File: src/rtl/num_match_unit_pkg.sv
`default_nettype none
// ============================================================================
// Module  : num_match_pkg
// Purpose : Shared types and constants for the num_match_unit compare block.
//           Letter-range constants, the reporting-mode encoding and the
//           letter code type.
// Rev     : 1.0  initial release
// ============================================================================
package num_match_pkg;

  localparam int LETTER_W   = 5;
  localparam int LETTER_MAX = 25;

  typedef enum logic {
    MODE_LEVEL = 1'b0,
    MODE_EDGE  = 1'b1
  } match_mode_e;

  typedef logic [LETTER_W-1:0] letter_t;

endpackage
`default_nettype wire

File: src/rtl/num_match_unit_if.sv
`default_nettype none
// ============================================================================
// Module  : num_match_unit_if
// Purpose : Config / sample / result bundle for num_match_unit.
//   i_cfg_we, i_cfg_sel, i_cfg_val, i_cfg_en : channel config write
//   i_mode                                   : 0 level, 1 edge reporting
//   i_d, i_d_valid                           : qualified sample stream
//   i_clr_cnt, i_rd_sel                      : counter clear / readback select
//   o_match, o_match_valid, o_any, o_first_idx, o_hit_cnt : results
//   master = stimulus side, slave = the compare unit.
// Rev     : 1.0  initial release
// ============================================================================
interface num_match_unit_if #(
  parameter int WIDTH    = 5,
  parameter int CHANNELS = 4,
  parameter int CNT_W    = 8,
  parameter int IDX_W    = (CHANNELS > 1) ? $clog2(CHANNELS) : 1
);

  logic                i_cfg_we;
  logic [IDX_W-1:0]    i_cfg_sel;
  logic [WIDTH-1:0]    i_cfg_val;
  logic                i_cfg_en;
  logic                i_mode;
  logic [WIDTH-1:0]    i_d;
  logic                i_d_valid;
  logic                i_clr_cnt;
  logic [IDX_W-1:0]    i_rd_sel;
  logic [CHANNELS-1:0] o_match;
  logic                o_match_valid;
  logic                o_any;
  logic [IDX_W-1:0]    o_first_idx;
  logic [CNT_W-1:0]    o_hit_cnt;

  modport master (
    output i_cfg_we, i_cfg_sel, i_cfg_val, i_cfg_en, i_mode,
    output i_d, i_d_valid, i_clr_cnt, i_rd_sel,
    input  o_match, o_match_valid, o_any, o_first_idx, o_hit_cnt
  );

  modport slave (
    input  i_cfg_we, i_cfg_sel, i_cfg_val, i_cfg_en, i_mode,
    input  i_d, i_d_valid, i_clr_cnt, i_rd_sel,
    output o_match, o_match_valid, o_any, o_first_idx, o_hit_cnt
  );

endinterface
`default_nettype wire

File: src/rtl/num_match_unit_chan.sv
`default_nettype none
// ============================================================================
// Module  : num_match_chan
// Purpose : One compare channel: target/enable registers, onset history bit
//           and saturating hit counter.
//   clk, rst            : clock, synchronous active-high reset
//   i_cfg_we            : config write aimed at this channel
//   i_cfg_val, i_cfg_en : new target / enable
//   i_mode              : level or edge reporting
//   i_d, i_d_valid      : sample
//   i_clr_cnt           : zero the hit counter
//   o_raw_hit           : sample equals target on an enabled channel
//   o_match_next        : value loaded into the top-level match register
//   o_cnt               : hit counter
// Rev     : 1.0  initial release
// ============================================================================
module num_match_chan
  import num_match_pkg::*;
#(
  parameter int WIDTH = 5,
  parameter int CNT_W = 8
) (
  input  wire logic             clk,
  input  wire logic             rst,
  input  wire logic             i_cfg_we,
  input  wire logic [WIDTH-1:0] i_cfg_val,
  input  wire logic             i_cfg_en,
  input  wire match_mode_e      i_mode,
  input  wire logic [WIDTH-1:0] i_d,
  input  wire logic             i_d_valid,
  input  wire logic             i_clr_cnt,
  output logic                  o_raw_hit,
  output logic                  o_match_next,
  output logic [CNT_W-1:0]      o_cnt
);

  logic [WIDTH-1:0] r_target;
  logic             r_en;
  logic             r_prev;
  logic [CNT_W-1:0] r_cnt;
  logic             w_raw;
  logic             w_match;

  // Compare uses the registered config, so a same-cycle write only affects
  // later samples.
  assign w_raw   = i_d_valid & r_en & (i_d == r_target);
  assign w_match = (i_mode == MODE_EDGE) ? (w_raw & ~r_prev) : w_raw;

  always_ff @(posedge clk) begin
    if (rst) begin
      r_target <= '0;
      r_en     <= 1'b0;
      r_prev   <= 1'b0;
      r_cnt    <= '0;
    end else begin
      if (i_cfg_we) begin
        r_target <= i_cfg_val;
        r_en     <= i_cfg_en;
      end
      // Disabling re-arms onset detection; invalid samples hold history so
      // gaps in the stream do not produce a fresh onset.
      if (i_cfg_we && !i_cfg_en) begin
        r_prev <= 1'b0;
      end else if (i_d_valid) begin
        r_prev <= w_raw;
      end
      if (i_clr_cnt) begin
        r_cnt <= '0;
      end else if (w_match && (r_cnt != {CNT_W{1'b1}})) begin
        r_cnt <= r_cnt + CNT_W'(1);
      end
    end
  end

  assign o_raw_hit    = w_raw;
  assign o_match_next = w_match;
  assign o_cnt        = r_cnt;

endmodule
`default_nettype wire

File: src/rtl/num_match_unit.sv
`default_nettype none
// ============================================================================
// Module  : num_match_unit
// Purpose : Multi-channel registered equality detector for letter/position
//           codes with per-channel saturating hit counters.
//   clk  : system clock
//   rst  : synchronous active-high reset
//   bus  : num_match_unit_if slave (config, sample, results, readback)
// Rev     : 1.0  initial release
// ============================================================================
module num_match_unit
  import num_match_pkg::*;
#(
  parameter int WIDTH    = 5,
  parameter int CHANNELS = 4,
  parameter int CNT_W    = 8,
  parameter int IDX_W    = (CHANNELS > 1) ? $clog2(CHANNELS) : 1
) (
  input  wire logic         clk,
  input  wire logic         rst,
  num_match_unit_if.slave   bus
);

  logic [CHANNELS-1:0] w_raw_hit;
  logic [CHANNELS-1:0] w_match_next;
  logic [CNT_W-1:0]    w_cnt [CHANNELS];
  logic [IDX_W-1:0]    w_first;
  logic [CNT_W-1:0]    w_hit_cnt;
  match_mode_e         w_mode;

  logic [CHANNELS-1:0] r_match;
  logic                r_match_valid;
  logic                r_any;
  logic [IDX_W-1:0]    r_first_idx;

  assign w_mode = match_mode_e'(bus.i_mode);

  generate
    for (genvar gi = 0; gi < CHANNELS; gi++) begin : g_chan
      logic w_we;
      // Selects beyond the channel count never decode, so such writes drop.
      assign w_we = bus.i_cfg_we && (bus.i_cfg_sel == IDX_W'(gi));

      num_match_chan #(
        .WIDTH (WIDTH),
        .CNT_W (CNT_W)
      ) u_chan (
        .clk          (clk),
        .rst          (rst),
        .i_cfg_we     (w_we),
        .i_cfg_val    (bus.i_cfg_val),
        .i_cfg_en     (bus.i_cfg_en),
        .i_mode       (w_mode),
        .i_d          (bus.i_d),
        .i_d_valid    (bus.i_d_valid),
        .i_clr_cnt    (bus.i_clr_cnt),
        .o_raw_hit    (w_raw_hit[gi]),
        .o_match_next (w_match_next[gi]),
        .o_cnt        (w_cnt[gi])
      );
    end
  endgenerate

  // Lowest set bit wins: scan from the top so lower indices overwrite.
  always_comb begin
    w_first = '0;
    for (int k = CHANNELS - 1; k >= 0; k--) begin
      if (w_match_next[k]) begin
        w_first = IDX_W'(k);
      end
    end
  end

  // Out-of-range selects match no channel and read back as zero.
  always_comb begin
    w_hit_cnt = '0;
    for (int k = 0; k < CHANNELS; k++) begin
      if (bus.i_rd_sel == IDX_W'(k)) begin
        w_hit_cnt = w_cnt[k];
      end
    end
  end

  always_ff @(posedge clk) begin
    if (rst) begin
      r_match       <= '0;
      r_match_valid <= 1'b0;
      r_any         <= 1'b0;
      r_first_idx   <= '0;
    end else begin
      r_match       <= w_match_next;
      r_match_valid <= bus.i_d_valid;
      r_any         <= |w_match_next;
      r_first_idx   <= w_first;
    end
  end

  assign bus.o_match       = r_match;
  assign bus.o_match_valid = r_match_valid;
  assign bus.o_any         = r_any;
  assign bus.o_first_idx   = r_first_idx;
  assign bus.o_hit_cnt     = w_hit_cnt;

endmodule
`default_nettype wire

File: src/flat_wrapper.sv
// flat-port wrapper written by rule: the top's interface ports become plain ports
module num_match_unit_flat import num_match_pkg::*;
#(
  parameter int WIDTH    = 5,
  parameter int CHANNELS = 4,
  parameter int CNT_W    = 8,
  parameter int IDX_W    = (CHANNELS > 1) ? $clog2(CHANNELS) : 1
)
  (clk, rst, bus_i_cfg_we, bus_i_cfg_sel, bus_i_cfg_val, bus_i_cfg_en, bus_i_mode, bus_i_d, bus_i_d_valid, bus_i_clr_cnt, bus_i_rd_sel, bus_o_match, bus_o_match_valid, bus_o_any, bus_o_first_idx, bus_o_hit_cnt);
  num_match_unit_if #(.WIDTH(WIDTH), .CHANNELS(CHANNELS), .CNT_W(CNT_W), .IDX_W(IDX_W)) bus_i ();
  input  wire logic clk;
  input  wire logic rst;
  input wire logic [$bits(bus_i.i_cfg_we)-1:0] bus_i_cfg_we;
  input wire logic [$bits(bus_i.i_cfg_sel)-1:0] bus_i_cfg_sel;
  input wire logic [$bits(bus_i.i_cfg_val)-1:0] bus_i_cfg_val;
  input wire logic [$bits(bus_i.i_cfg_en)-1:0] bus_i_cfg_en;
  input wire logic [$bits(bus_i.i_mode)-1:0] bus_i_mode;
  input wire logic [$bits(bus_i.i_d)-1:0] bus_i_d;
  input wire logic [$bits(bus_i.i_d_valid)-1:0] bus_i_d_valid;
  input wire logic [$bits(bus_i.i_clr_cnt)-1:0] bus_i_clr_cnt;
  input wire logic [$bits(bus_i.i_rd_sel)-1:0] bus_i_rd_sel;
  output wire logic [$bits(bus_i.o_match)-1:0] bus_o_match;
  output wire logic [$bits(bus_i.o_match_valid)-1:0] bus_o_match_valid;
  output wire logic [$bits(bus_i.o_any)-1:0] bus_o_any;
  output wire logic [$bits(bus_i.o_first_idx)-1:0] bus_o_first_idx;
  output wire logic [$bits(bus_i.o_hit_cnt)-1:0] bus_o_hit_cnt;
  assign bus_i.i_cfg_we = bus_i_cfg_we;
  assign bus_i.i_cfg_sel = bus_i_cfg_sel;
  assign bus_i.i_cfg_val = bus_i_cfg_val;
  assign bus_i.i_cfg_en = bus_i_cfg_en;
  assign bus_i.i_mode = bus_i_mode;
  assign bus_i.i_d = bus_i_d;
  assign bus_i.i_d_valid = bus_i_d_valid;
  assign bus_i.i_clr_cnt = bus_i_clr_cnt;
  assign bus_i.i_rd_sel = bus_i_rd_sel;
  assign bus_o_match = bus_i.o_match;
  assign bus_o_match_valid = bus_i.o_match_valid;
  assign bus_o_any = bus_i.o_any;
  assign bus_o_first_idx = bus_i.o_first_idx;
  assign bus_o_hit_cnt = bus_i.o_hit_cnt;
  num_match_unit #(.WIDTH(WIDTH), .CHANNELS(CHANNELS), .CNT_W(CNT_W), .IDX_W(IDX_W)) u_core (.clk(clk), .rst(rst), .bus(bus_i));
endmodule
File: config.mk
export PLATFORM = sky130hd
export DESIGN_NAME = num_match_unit_flat
export DESIGN_NICKNAME = d
export VERILOG_FILES = /design/src/rtl/num_match_unit_pkg.sv /design/src/rtl/num_match_unit_if.sv /design/src/rtl/num_match_unit_chan.sv /design/src/rtl/num_match_unit.sv /design/src/flat_wrapper.sv
export SDC_FILE = /design/constraint.sdc
export NUM_CORES = 1
export LEC_CHECK = 0
export CORE_AREA = 5 5 65 126
export DETAILED_ROUTE_END_ITERATION = 6
export DIE_AREA = 0 0 70 131
export HOLD_SLACK_MARGIN = 0.1
export PLACE_DENSITY_LB_ADDON = 0.25
export SYNTH_ARGS = -nofsm -noshare
export SYNTH_HDL_FRONTEND = slang
export SYNTH_HIERARCHICAL = 1
export SYNTH_SLANG_ARGS = --single-unit
File: constraint.sdc
create_clock -name clk -period 3.1 [get_ports clk]
set_input_delay 0.93 -clock clk [delete_from_list [all_inputs] [get_ports clk]]
set_output_delay 0.93 -clock clk [all_outputs]
set_load 0.05 [all_outputs]
## Yosys cells after proc, flatten, opt, wreduce, memory -nomap -nowiden

Index checks and enable logic that the tools add are counted.

- Register bits after elaboration: 68
- Output and inout port bits: 16
- Bits of input ports: 21

- Reductions and logical operators: 23
- $add $sub $neg: 4
- Bitwise operators: 16
- Equal/unequal tests: 14
- Muxes and demuxes: 11

Operators by type and width:

| cell | count |
|---|---|
| $add A8 B1 Y8 const B | 4 |
| $mux W8 | 4 |
| $ne A8 B8 Y1 const B | 4 |
| $eq A5 B5 Y1 | 4 |
| $and A1 B1 Y1 | 12 |
| $logic_and A1 B1 Y1 | 12 |
| $reduce_or A2 Y1 | 6 |
| $eq A2 B2 Y1 const B | 4 |
| $mux W1 | 5 |
| $eq A2 B1 Y1 const B | 2 |
| $logic_not A2 Y1 | 2 |
| $mux W2 | 2 |
| $not A1 Y1 | 4 |
| $reduce_or A4 Y1 | 1 |
| $reduce_or A3 Y1 | 1 |
| $logic_not A1 Y1 | 1 |

## Longest topological paths before layout

Gate-level depths: netlist of the first run.

- Depth after elaboration: 7
- Mapped depth: 5
- Gate-level depth less buffers: 5

## Hierarchy

Netlist of the first run, hierarchy kept.

By module, submodules not included:

| module | seq. area each (um2) | area an instance (um2) | cells each | times used |
|---|---|---|---|---|
| num_match_chan | 300.3 | 747.0 | 79 | 4 |
| num_match_unit | 160.2 | 454.2 | 35 | 1 |

## Worst setup path after synthesis of the first run

Ideal clock, no wire load.

- Path kind: input port to output port
- Start: input bus_i_rd_sel[0]
- End: output bus_o_hit_cnt[0]
- Path slack: 0.446 ns
- Buffers on the path: 1
- Cell stages on the path: 2
- Arrival time: 1.724 ns
- Data required time: 2.170 ns
- Cell sequence: buf_6 -> mux4_2

- Cells in the longest elaborated chain, start to end: 5
- Elaborated cells on any way between the ends: 8
- Classes of those cells: eq/ne (3); mux (4); reduce/logical (1)

Ends and longest elaborated chain:

| what | RTL line | text |
|---|---|---|
| start, declared | flat_wrapper.sv:21 | `input wire logic [$bits(bus_i.i_rd_sel)-1:0] bus_i_rd_sel;` |
| $logic_not A2 Y1 | num_match_unit.sv:78 | `if (bus.i_rd_sel == IDX_W'(k)) begin` |
| $mux W8 (3 in a row) | num_match_unit.sv:78 |  |
| $mux W8 (*) | num_match_unit.sv:78 |  |
| end, declared | flat_wrapper.sv:26 | `output wire logic [$bits(bus_i.o_hit_cnt)-1:0] bus_o_hit_cnt;` |

Mark *: on every way between the ends. The rest lies on a longest branch, timed or not.

## Final worst setup path of the first run

- Start: input bus_i_rd_sel[0]
- End: output bus_o_hit_cnt[2]

Same word-level chain as after synthesis.

==> results of run 1 <==
-- power breakdown --
part           leakage [nW]  internal, mW  switching [mW]  total (mW)
Clock                 0.149         0.684           0.351        1.03
Sequential            0.550         0.887         0.00728       0.894
Combinational          1.07        0.0650          0.0846       0.150
Total                  1.77          1.64           0.443        2.08
-- cell families (layout without fill, tap and decap cells) --
kind of cell,after synthesis,in the layout,synth area share (%)
DFF,68,68,39.5
buffers and inverters,22,76,2.65
muxes,40,40,14.5
AOI/OAI and AO/OA,46,46,10.5
and+or+nand+nor,143,143,24.1
xor gates and xnor gates,28,28,7.12
adders and majority gates,4,4,1.45
-- timing repair --
action | 4_1_cts | 5_1_grt
setup endpoints to repair | 8 | 8
gates resized for setup | 1 | 1
hold buffers | 0 | 0
-- final cells by class --
cell class | count | area [sq um] | share of cell area (%)
multi-input cells | 261 | 1990 | 46.5
clock inverters | 1 | 30.0 | 0.701
clock buffers | 14 | 274 | 6.40
inverters | 8 | 30.0 | 0.701
repair buffers | 53 | 482 | 11.3
flip-flops and latches | 68 | 1360 | 31.8
well taps | 92 | 115 | 2.69
-- how the worst max path moves through the flow --
| stage | startpoint | endpoint | slack, ps | cells past startpoint |
|---|---|---|---|---|
| 2_1_floorplan | bus_i_rd_sel[0] | bus_o_hit_cnt[0] | 450 | 2 |
| 3_3_place_gp | bus_i_rd_sel[0] | bus_o_hit_cnt[7] | -150 | 4 |
| 3_5_place_dp | bus_i_rd_sel[0] | bus_o_hit_cnt[2] | -180 | 4 |
| 4_1_cts | bus_i_rd_sel[1] | bus_o_hit_cnt[2] | 10 | 3 |
| 5_1_grt | bus_i_rd_sel[0] | bus_o_hit_cnt[7] | 70 | 4 |
| 6_report | bus_i_rd_sel[0] | bus_o_hit_cnt[2] | 110 | 4 |
-- worst max-delay path, delay by kind of cell --
family | cells | cell delay [ps]
mux | 1 | 500
buf+inv | 3 | 620
-- stage by stage --
step	power (mW)	area [sq um]	utilization (%)
floorplan	0.997	3440	-
global placement	1.06	3980	55.6
detailed placement	1.06	3980	55.6
CTS	2.09	4280	59.8
global route	2.15	4280	59.8
finish	2.08	4280	59.8
-- registers in the layout, indices dropped and copies added (netlist names) --
name / count
u_core/bus.o_match: 4
u_core/bus.o_match_valid: 1
u_core/g_chan.u_chan/r_target: 20
u_core/g_chan.u_chan/o_cnt: 32
u_core/bus.o_first_idx: 2
u_core/g_chan.u_chan/r_prev: 4
u_core/bus.o_any: 1
u_core/g_chan.u_chan/r_en: 4
-- layout by cell type, fill, tap and decap left out, types with 5 or more instances in the layout --
cell type / instances
dfxtp_1: 68
nor2_1: 60
mux2i_1: 32
clkdlybuf4s50_1: 26
nand2_1: 25
buf_4: 24
xor2_1: 20
a31oi_1: 16
nor2b_1: 10
clkbuf_16: 9
and3_1: 9
mux4_2: 8
and4_1: 8
xnor2_1: 8
inv_1: 8
a41o_2: 8
a21oi_1: 5
o21a_1: 5
-- metal layers --
| layer | GRT usage (%) | vias to the layer above | wire (um) |
|---|---|---|---|
| met1 | 21.9 | 1376 | 3370 |
| li1 | - | 1370 | - |
| met2 | 34.9 | 80 | 4580 |
| met4 | 11.5 | 0 | 325 |
| met5 | 0 | - | 0 |
| met3 | 4.90 | 27 | 343 |
==> results_dict.tcl, run 1 <==
set metrics [dict create \
    critical_path.slowest_cell "mux4_2" \
    synth_area_per_cell_sq_um 9.81 \
    period_needed_ps 2990 \
    startpoint_type "input port" \
    peakVddDrop_mv 0.355 \
    diodes 0 \
    synth.most_common_cell "dfxtp_1" \
    worst_slew_pin_slew_ps 502 \
    outcome "complete, no violations" \
    yosys_warnings 6 \
    yosys-top-cells-area "dfxtp_1 40%, mux2i_1 9.3%, nor2_1 6.5%" \
    synth_edf_count 0 \
    cts_sinks 68 \
    drc 0 \
    arrival_ps 2060 \
    nNetsFinal 426 \
    dpl.hpwl_um 6460 \
    ys.flop_type "dfxtp_1" \
    grt_max_degree 36 \
    report.final.slew_viol_count 0 \
    die_area_sq_mm 0.00917 \
    skew_ps 3.88 \
    wirelength_um 8610 \
    hold_path_end "u_core/g_chan[3].u_chan/r_en" \
    ys_async_sr_fraction_pct 0 \
    core_area_sq_mm 0.00716 \
    synth_commonest_cells "68 x dfxtp_1, 60 x nor2_1, 32 x mux2i_1, 25 x nand2_1, 20 x xor2_1" \
    routabilityCongestion 0.920 \
    yosys.area.top_type "dfxtp_1" \
    end_kind "output port" \
    fin_ws_ps 114 \
    synth_seq_cells 68 \
    cts_tree "built" \
    post-place-ws_ps -176 \
    hold_class "reg -> reg" \
    hold_start "u_core/g_chan[3].u_chan/r_en" \
    dieHeight_um 131 \
    rsz0062_at_grt "false" \
    antenna_found_initial 0 \
    reg2reg_slack_ps 1150 \
    pin_count 37 \
    drtIter0Drc 180 \
    cts_buffer_depth 2 \
    port_buffers 36 \
    p_per_area_mw_per_mm2 485 \
    seq_area_frac_synth_pct 39.5 \
    wl_per_cell_um 17.3 \
    drive_above_1_share_pct 17.3 \
    initial_core_util_pct 48.1 \
    dp.cells 482 \
    fp-row-count 44 \
    gr-total-overflow 0 \
    mappedNetlistArea_sq_mm 0.00344 \
    power.leakage_nw 1.77 \
    viasPerCell 5.74 \
    synth.distinct_cells 32 \
    cp_max_fo 8 \
    hold_slack_ps 496 \
    cts.clk_slew.worst_paths_ps 50 \
    routed-via-count 2853 \
    worst_path_largest_cell_delay_ps 500 \
    r2r_start "u_core/g_chan[3].u_chan/r_target[3]" \
    die_width_um 70 \
    clock_latency_ps 330 \
    period_share_pct 96.3 \
    grt_pass1_wl_um 14100 \
    areaGrowthSynthToFinish_pct 24.4 \
    rr_worst_depth 5 \
    fin_cells 497 \
    setup_violations 0 \
    postCtsSetupRepairBufs 0 \
    min_path_cells 2 \
    r2r-end "u_core/g_chan[3].u_chan/o_cnt[4]" \
    cts_made_buffers 9 \
    worst-setup-path-type "in -> out" \
    slew_headroom_pct 66.4 \
    cp_data_required_time_ps 2170 \
    crit_chain "dlygate4sd2_1 > buf_12 > mux4_2 > buf_4" \
    fill_cells 623 \
    syn_inst 351 \
    drtAntennaViolNets 0 \
    first_pass_iters 4 \
    h-tree-depth 3 \
    grt_pass1_vias 2864 \
    grt_usage_pct 20.0 \
    synth_top_area_share_pct 39.5 \
    setup-tns-final_ps 0 \
    clockRootBuffer "clkbuf_16" \
    synth_nets 376 \
    fmax_mhz 335 \
    final_hold_viol_count 0 \
    max_cap_violations 0 \
]
Power figures use the tool's default switching activity.
==> run 2, diff against run 1 <==
--- a/config.mk
+++ b/config.mk
@@ -5,9 +5,9 @@
 export SDC_FILE = /design/constraint.sdc
 export NUM_CORES = 1
 export LEC_CHECK = 0
-export CORE_AREA = 5 5 65 126
+export CORE_AREA = 5 5 60 116
 export DETAILED_ROUTE_END_ITERATION = 6
-export DIE_AREA = 0 0 70 131
+export DIE_AREA = 0 0 65 121
 export HOLD_SLACK_MARGIN = 0.1
 export PLACE_DENSITY_LB_ADDON = 0.25
 export SYNTH_ARGS = -nofsm -noshare
==> run 2 against run 1 <==
Net effect: critical path depth is the same; hold slack improved by 16 ps; cell count shrank 5.2%; maximum frequency grew 1.5%; power is 0.21% lower; via count up 1.5%; clock-buffer cell count is 2 lower; non-clock buffer count is 2 higher; first-iteration DRC count rose by 18%; combinational power is essentially flat; critical path type unchanged; highest routed layer unchanged.
==> results_dict.tcl, run 2 (synthesized netlist as in run 1, its figures left out) <==
set metrics [dict create \
    p_per_area_mw_per_mm2 483 \
    cts_buffer_depth 2 \
    drtIter0Drc 213 \
    mostFrequentLayoutCell "dfxtp_1" \
    m1WireLength_um 3090 \
    routabilityCongestion 0.897 \
    p_int_mw 1.61 \
    hold_class "reg -> reg" \
    wirelength_um 8810 \
    gr-total-overflow 0 \
    grt_max_degree 30 \
    p_sw_share_pct 22.1 \
    fill_cells 471 \
    dieHeight_um 121 \
    cts_tree "built" \
    initial_core_util_pct 57.8 \
    rsz0062_at_grt "false" \
    startpoint_type "input port" \
    outcome "complete, no violations" \
    postCtsSetupRepairBufs 0 \
    postCtsHoldBufs 0 \
    fp-row-count 40 \
    dp.cells 455 \
    antenna_found_initial 0 \
    period_share_pct 94.9 \
    pin_count 37 \
    ff_latch_area_sq_mm 0.00136 \
    grt_usage_pct 23.5 \
    slew_headroom_pct 65.0 \
    cp_data_required_time_ps 2170 \
    worst_slew_pin_slew_ps 523 \
    top_layer "met4" \
    multi_input_comb_area_sq_mm 0.00199 \
    largest_reg_flops 32 \
    worst-setup-path-type "in -> out" \
    met3_length_um 324 \
    h-tree-depth 3 \
    grt_pass1_wl_um 13900 \
    crit_family "buffers and inverters" \
    setup_violations 0 \
    cts.clk_slew.worst_paths_ps 50 \
    viasPerCell 6.15 \
    wl_met2_um 5050 \
    clockRootBuffer "clkbuf_16" \
    drtAntennaViolNets 0 \
    critical_path.slowest_cell "mux4_2" \
    skew_ps 6.54 \
    power_frac_comb_pct 7.4 \
    die_width_um 65 \
    drive_above_1_share_pct 18.1 \
    end_kind "output port" \
    routed-via-count 2897 \
    worst_path_largest_cell_delay_ps 510 \
    drc 0 \
    diodes 0 \
    max_cap_violations 0 \
    period_needed_ps 2940 \
    clock_latency_ps 330 \
    cp_num_buf_inv 3 \
    crit_chain "dlygate4sd2_1 > buf_12 > mux4_2 > buf_6" \
    cts_made_buffers 9 \
    fin_cells 471 \
    dpl.hpwl_um 6620 \
    fmax_mhz 340 \
    areaGrowthSynthToFinish_pct 24.6 \
    setup-tns-final_ps 0 \
    grt_pass1_vias 2902 \
    first_pass_iters 4 \
    cp_max_fo 8 \
    die_area_sq_mm 0.00787 \
    final_hold_viol_count 0 \
    core_area_sq_mm 0.00596 \
    p_clk_share_pct 49.6 \
    power.leakage_nw 1.79 \
    p_sw_mw 0.459 \
    hold_slack_ps 512 \
    wl_per_cell_um 18.7 \
    cts_sinks 68 \
    mostFrequentLayoutCells "68 x dfxtp_1, 60 x nor2_1, 32 x mux2i_1" \
    peakVddDrop_mv 0.500 \
    arrival_ps 2010 \
    seqPwrFrac_pct 43.1 \
    nNetsFinal 428 \
    port_buffers 36 \
    report.final.slew_viol_count 0 \
]
==> run 2: routing by layer <==
| metal | global-route usage, % | vias up |
|---|---|---|
| li1 | - | 1376 |
| met1 | 21.8 | 1411 |
| met2 | 45.6 | 89 |
| met3 | 4.63 | 21 |
| met4 | 12.8 | 0 |
| met5 | 0 | - |
==> run 2: area by class of cell <==
cell class	count	share of cell area, %
Multi-Input combinational cell	261	46.4
Sequential cell	68	31.7
Timing Repair Buffer	55	12.3
Clock buffer	12	5.98
Tap cell	63	1.84
Clock inverter	4	1.11
Inverter	8	0.700
==> run 2: power groups by stage <==
stage	Sequential [mW]	Combinational, mW	Clock (mW)
global placement	0.912	0.149	0
finish	0.893	0.153	1.03
global route	0.894	0.164	1.08
CTS	0.893	0.153	1.04
detailed placement	0.912	0.152	0
floorplan	0.913	0.0840	0
==> run 2: per-stage QoR <==
step / worst slack [ps] / total power, mW / area (sq um) / util [%]
floorplan: 446 / 0.997 / 3440 / -
finish: 158 / 2.07 / 4290 / 72.0
global route: 117 / 2.13 / 4290 / 72.0
global placement: -99.3 / 1.06 / 3960 / 66.4
CTS: 47.8 / 2.09 / 4290 / 72.0
detailed placement: -126 / 1.06 / 3960 / 66.4
==> run 2: final timing paths <==
check | from | to | slack (ps) | depth (start not counted)
setup / recovery | bus_i_rd_sel[0] | bus_o_hit_cnt[5] | 160 | 4
hold / removal | u_core/g_chan[2].u_chan/r_en | u_core/g_chan[2].u_chan/r_en | 510 | 2
setup reg to reg | u_core/g_chan[2].u_chan/r_target[3] | u_core/g_chan[2].u_chan/o_cnt[5] | 1150 | 5
hold reg to reg | u_core/g_chan[2].u_chan/r_en | u_core/g_chan[2].u_chan/r_en | 510 | 2
==> run 2: worst reg2reg max path: stages, from the launching register on <==
cell,delay [ps]
dfxtp_1,320
xor2_1,170
or4_4,580
nor3_4,380
a31oi_1,150
a41o_2,250
==> run 2: timing repair <==
| action | in CTS | in global routing |
|---|---|---|
| setup endpoints to repair | 8 | 1 |
| gates resized for setup | 9 | 1 |
| hold endpoints to repair | 0 | 0 |
| pin swaps | 0 | 0 |
